==> config.mk <==
export PLATFORM = sky130hd
export DESIGN_NAME = data_mem_responder
export DESIGN_NICKNAME = d
export VERILOG_FILES = /design/src/rtl/arm_pkg.sv /design/src/rtl/data_mem_array.sv /design/src/rtl/data_mem_responder.sv
export SDC_FILE = /design/constraint.sdc
export NUM_CORES = 2
export LEC_CHECK = 0
export CELL_PAD_IN_SITES_DETAIL_PLACEMENT = 1
export CELL_PAD_IN_SITES_GLOBAL_PLACEMENT = 2
export CORE_ASPECT_RATIO = 2
export CORE_MARGIN = 2
export CORE_UTILIZATION = 44
export DETAILED_ROUTE_END_ITERATION = 8
export PLACE_DENSITY = 0.84
export SLEW_MARGIN = 25
export SYNTH_ARGS = -nofsm -noshare
export SYNTH_HDL_FRONTEND = slang
export SYNTH_SLANG_ARGS = --single-unit
==> constraint.sdc <==
create_clock -name clk -period 3.4 [get_ports clk]
set_clock_uncertainty 0.2 [all_clocks]
set_input_delay 0.85 -clock clk [delete_from_list [all_inputs] [get_ports clk]]
set_output_delay 0.85 -clock clk [all_outputs]
set_load 0.02 [all_outputs]
==> src/rtl/arm_pkg.sv <==
// Shared definitions for the ARM pipeline memory-side blocks.
// Holds the data-memory responder state encoding and the data-memory base address.
package arm_pkg;

    typedef enum logic [1:0] {
        IDLE = 2'd0,
        BUSY = 2'd1,
        DONE = 2'd2
    } mem_state_e;

    localparam logic [31:0] DATA_MEM_BASE = 32'd1024;

endpackage

==> src/rtl/data_mem_array.sv <==
// Word storage for the data-memory responder, DEPTH_WORDS x 32, no reset.
// Latency: write lands on the clock edge, read is combinational.
// Backpressure: none; the caller sequences all accesses.
module data_mem_array #(
    parameter int DEPTH_WORDS = 64,
    parameter int AW          = $clog2(DEPTH_WORDS)
) (
    input  logic          clk,
    input  logic          i_we,
    input  logic [AW-1:0] i_addr,
    input  logic [31:0]   i_wdata,
    output logic [31:0]   o_rdata
);

    logic [31:0] r_mem [DEPTH_WORDS];

    always_ff @(posedge clk) begin
        if (i_we) begin
            r_mem[i_addr] <= i_wdata;
        end
    end

    assign o_rdata = r_mem[i_addr];

endmodule

==> src/rtl/data_mem_responder.sv <==
// Slow data-memory model behind the MEM stage: one load/store per transaction.
// Latency: ready low for WAIT_CYCLES+1 cycles, load data valid in the DONE cycle.
// Backpressure: ready drops combinationally on acceptance and stays low through BUSY.
module data_mem_responder
    import arm_pkg::*;
#(
    parameter int          DEPTH_WORDS = 64,
    parameter int          WAIT_CYCLES = 4,
    parameter logic [31:0] ADDR_BASE   = DATA_MEM_BASE
) (
    input  logic        clk,
    input  logic        rst,
    input  logic        rd_en,
    input  logic        wr_en,
    input  logic [31:0] address,
    input  logic [31:0] wr_data,
    output logic [31:0] rd_data,
    output logic        ready
);

    localparam int AW = $clog2(DEPTH_WORDS);
    localparam int CW = $clog2(WAIT_CYCLES + 1);
    localparam logic [CW-1:0] CNT_LOAD = CW'(WAIT_CYCLES - 1);

    mem_state_e    r_state;
    mem_state_e    w_state_nxt;
    logic [CW-1:0] r_cnt;
    logic          r_op_wr;
    logic [AW-1:0] r_idx;
    logic [31:0]   r_wdata;
    logic [31:0]   r_rd_data;

    logic          w_req;
    logic          w_accept;
    logic          w_finish;
    logic          w_we;
    logic [AW-1:0] w_idx;
    logic [31:0]   w_rd_word;

    assign w_req = rd_en | wr_en;
    // Base-relative word index; high bits drop so out-of-range addresses wrap.
    assign w_idx = AW'((address - ADDR_BASE) >> 2);

    always_ff @(posedge clk or negedge rst) begin
        if (!rst) begin
            r_state <= IDLE;
        end else begin
            r_state <= w_state_nxt;
        end
    end

    always_comb begin
        w_state_nxt = r_state;
        ready       = 1'b1;
        w_accept    = 1'b0;
        w_finish    = 1'b0;
        case (r_state)
            IDLE: begin
                if (w_req) begin
                    ready       = 1'b0;
                    w_accept    = 1'b1;
                    w_state_nxt = BUSY;
                end
            end
            BUSY: begin
                ready = 1'b0;
                if (r_cnt == '0) begin
                    w_finish    = 1'b1;
                    w_state_nxt = DONE;
                end
            end
            // A request still asserted here is the one just served.
            DONE:    w_state_nxt = IDLE;
            default: w_state_nxt = IDLE;
        endcase
    end

    always_ff @(posedge clk or negedge rst) begin
        if (!rst) begin
            r_cnt     <= '0;
            r_op_wr   <= 1'b0;
            r_idx     <= '0;
            r_wdata   <= '0;
            r_rd_data <= '0;
        end else begin
            if (w_accept) begin
                r_cnt   <= CNT_LOAD;
                r_op_wr <= wr_en;
                r_idx   <= w_idx;
                r_wdata <= wr_data;
            end else if (r_state == BUSY && r_cnt != '0) begin
                r_cnt <= r_cnt - 1'b1;
            end
            if (w_finish && !r_op_wr) begin
                r_rd_data <= w_rd_word;
            end
        end
    end

    assign w_we    = w_finish & r_op_wr;
    assign rd_data = r_rd_data;

    data_mem_array #(
        .DEPTH_WORDS (DEPTH_WORDS),
        .AW          (AW)
    ) u_array (
        .clk     (clk),
        .i_we    (w_we),
        .i_addr  (r_idx),
        .i_wdata (r_wdata),
        .o_rdata (w_rd_word)
    );

endmodule

==> Implementation_results.wiki <==
{| class="wikitable"
! Metric !! Value
|-
| Global route overflow || 0
|-
| Upper clock frequency limit || 0.2788 GHz
|-
| Average vias per placed instance || 6.701
|-
| Actual transition at the worst max-transition pin || 1260 ps
|-
| Sw frac || 0.3638
|-
| Kind of launch point of the worst setup path || flop
|-
| Worst IR drop on VDD || 0.5088 mV
|-
| Post-detailed-route DRC marker count || 0
|-
| Share of the core filled with cells in the final layout || 0.5187
|-
| Flop pwr share || 0.434
|-
| Cell types with the largest area share after synthesis || sky130_fd_sc_hd__edfxtp_1, sky130_fd_sc_hd__mux4_2, sky130_fd_sc_hd__mux2i_1
|-
| Slew Limit Headroom || 0.1600
|-
| Share of post-route cells with drive strength above 1 || 0.2352
|-
| Vias post-DR || 47820
|-
| Weighted congestion reported at the end of routability-driven placement || 0.8776
|-
| Clock power share || 0.235
|-
| Post-route non-filler standard cell count || 7137
|-
| Asr flop ratio synth || 0.03578
|-
| Final critical delay including setup and external delays || 3587 ps
|-
| Horizontal extent of the die || 307.4 um
|-
| Setup ws final || -186.9 ps
|-
| Largest stage delay, worst path || 990 ps
|-
| Area share of the largest cell type after synthesis || 0.7591
|-
| Number of enable-type register cells in the synthesized netlist || 2048
|-
| Average routed wire per standard cell || 40.54 um
|-
| Initial antenna violation count || 16
|-
| Worst hold margin || 344.5 ps
|-
| Clock input transition at the sequential cells of the worst setup and hold paths || 70 ps
|-
| Number of global-route vias before repair || 50230
|-
| Gate count of the mapped netlist || 4178
|-
| Buffers on Ports || 74
|-
| Aggregate global-route resource usage || 0.3076
|-
| Cell type group with the largest total delay on the critical path || compound AO/OA/AOI/OAI gates
|-
| Power per unit of standard cell area || 899.8 nW/um2
|-
| Cell variety after synth || 69
|-
| Sequential element share of the synthesized area || 0.7826
|-
| Average size of a mapped cell || 19.39 um2
|-
| Max-cap violations || 0
|-
| Leakage power figure || 30.72 nW
|-
| Critical Path Slowest Stage Cell || sky130_fd_sc_hd__o22ai_1
|-
| Nature of the critical path endpoint || flop
|-
| Most frequently used cell type in the post-synthesis netlist || sky130_fd_sc_hd__edfxtp_1
|-
| Post-synthesis cell area || 81010 um2
|-
| Buffer cell driving the clock tree root || sky130_fd_sc_hd__clkbuf_16
|-
| Total length of routed wires || 289400 um
|-
| Initial DRT Pass Iterations || 8
|-
| Switching power || 31.03 mW
|-
| Setup repair after global routing missed its margin || false
|-
| Chip Height || 610.8 um
|-
| Post-layout net count || 4718
|-
| Sink count of the clock tree || 2124
|-
| Core area || 182800 um2
|-
| Required time reported for the critical path endpoint || 3950 ps
|-
| Final antenna-violating net count || 0
|-
| Dominant synthesized flop cell || sky130_fd_sc_hd__edfxtp_1
|-
| Clock latency on the worst-skew pair || 840 ps
|-
| Violations in the final reports || setup timing
|-
| Top cell types by occurrence after synthesis || sky130_fd_sc_hd__edfxtp_1, sky130_fd_sc_hd__mux2i_1, sky130_fd_sc_hd__a221oi_1, sky130_fd_sc_hd__nor2_1, sky130_fd_sc_hd__mux4_2
|-
| Internal portion of total power || 54.27 mW
|-
| Signed area change from the synthesized netlist to the final layout || 17.03%
|-
| Hold violation total from the final report || 0
|-
| Count of synthesis-stage warnings from yosys || 0
|-
| CTS Buf Count || 172
|-
| Deepest level of the CTS H-tree || 4
|-
| Reg2reg setup slack || -190 ps
|-
| Final number of setup-violating endpoints || 3
|-
| Portion of the clock cycle consumed by the worst path in the final layout || 1.055
|-
| Initial Util || 0.4432
|-
| Cell type contributing the most total cell area after synthesis || sky130_fd_sc_hd__edfxtp_1
|-
| Maximum number of pins on one net before global-route repair || 66
|-
| Outcome || finished, violations left
|-
| Crit path buffers/inverters || 3
|-
| Number of DRC markers in iteration 0 || 6334
|-
| Post-Syn Nets || 4248
|-
| Arr. time, crit path || 4140 ps
|-
| Class of the tightest hold or removal check || reg2reg
|-
| Final max-slew violation count || 0
|-
| Sum of net half-perimeters after detailed placement || 182300 um
|-
| Std cell rows || 222
|-
| Global-route wire length before repair || 397900 um
|-
| Setup TNS Final || -205.6 ps
|-
| Die area || 187800 um2
|-
| CTS tree || built
|-
| Worst Path Class, Setup || reg2reg
|-
| Placed Cells incl. Taps || 6822
|-
| Worst-path cell chain || buf_12, inv_6, nand2_1, buf_4, o22ai_1, a311oi_1, o22ai_1, o41a_1
|-
| Maximum fanout along the worst path || 18
|-
| Combinational share of power || 0.331
|-
| Worst-case clock buffer depth || 4
|-
| Count of boundary I/O pins || 101
|-
| Critical path's most frequent cell || sky130_fd_sc_hd__o22ai_1
|-
| Post-synthesis register bit count || 2124
|}
power groups by stage:
stage | registers (mW) | logic (mW) | clock network [mW]
after global placement | 37.2 | 26.3 | 0
final | 37.0 | 28.2 | 20.1
after detailed placement | 37.5 | 27.1 | 0
after floorplan | 36.0 | 13.3 | 0
after global routing | 37.1 | 28.9 | 20.8
after CTS | 36.9 | 27.6 | 20.2
placed cells by master, fill, tap and decap left out, drive strengths merged, types with 9 or more instances in the layout:
cell              n
edfxtp         2048
buf             499
mux2i           372
a221oi          238
clkbuf          225
nor2            191
mux4            186
a22oi           139
o21ai           116
dfrtp            76
clkdlybuf4s50    73
o22ai            72
mux2             69
a21oi            69
nand2            54
clkinv           54
nand3            51
a22o             21
o32a             19
o211ai           16
a31oi            15
and3             14
bufinv           14
o22a             13
diode            11
nand4             9
layer usage:
layer / GRT usage / vias up / wire length (um)
li1: - / 18300 / -
met1: 0.3254 / 24580 / 88040
met2: 0.5206 / 3636 / 142900
met3: 0.05466 / 1298 / 24980
met4: 0.2814 / 4 / 33410
met5: 0 / - / 26
cells by family (layout without fill, tap and decap cells):
| family | Yosys count | after routing | share of synthesized area |
|---|---|---|---|
| flip-flops | 2124 | 2124 | 0.7826 |
| AO/OA/AOI/OAI | 777 | 777 | 0.07111 |
| multiplexers | 627 | 627 | 0.1073 |
| AND/OR/NAND/NOR | 365 | 365 | 0.02026 |
| buffers and inverters | 281 | 877 | 0.01824 |
| adder cells (fa/ha/maj) | 2 | 2 | 0.0003088 |
| XOR/XNOR | 2 | 2 | 0.0002163 |
| other | 0 | 11 | 0 |
per-stage QoR:
stage                     area [um2]  power [mW]  setup slack (ps)
after floorplan                81010       49.24            -242.8
after global routing           94790       86.80             10.57
after global placement         89260       63.50             26.22
after CTS                      94720       84.63             8.299
after detailed placement       89270       64.67            -177.9
final                          94810       85.31            -186.9
worst register-to-register path, stage by stage, from the launching register on:
cell	delay, ps
sky130_fd_sc_hd__dfrtp_4	710
sky130_fd_sc_hd__buf_12	270
sky130_fd_sc_hd__inv_6	310
sky130_fd_sc_hd__nand2_1	160
sky130_fd_sc_hd__buf_4	250
sky130_fd_sc_hd__o22ai_1	250
sky130_fd_sc_hd__a311oi_1	100
sky130_fd_sc_hd__o22ai_1	990
sky130_fd_sc_hd__o41a_1	280
layout make-up:
type                            instances  area [um2]
Multi-Input combinational cell       1773       16750
Timing Repair Buffer                  573        6167
Clock inverter                         75       719.4
Sequential cell                      2124       63490
Antenna cell                           11       27.53
Tap cell                             2352        2943
Clock buffer                          225        4690
Fill cell                           16350       87960
Inverter                                4       22.52
registers in the layout, indices dropped and copies added (netlist names):
name,flops
u_array.r_mem,2048
r_wdata,32
rd_data,32
r_idx,6
r_cnt,3
r_state,2
r_op_wr,1
worst paths after layout:
kind                                   from          end  cells past startpoint
worst max-delay path               r_idx[1]  rd_data[31]                      8
min in group asynchronous               rst   rd_data[2]                      2
worst min-delay path            rd_data[27]  rd_data[27]                      1
worst min register to register  rd_data[27]  rd_data[27]                      1
max in group asynchronous               rst  rd_data[30]                      3
worst max register to register     r_idx[1]  rd_data[31]                      8
what timing repair did:
item                       4_1_cts  5_1_grt
setup endpoints to repair        3        7
hold endpoints to repair        24        0
buffers inserted                 1        2
hold buffers                     1        0
resized for setup                2        6
pin swaps                        0        0
Note: power is estimated with default switching activity, not from simulation.
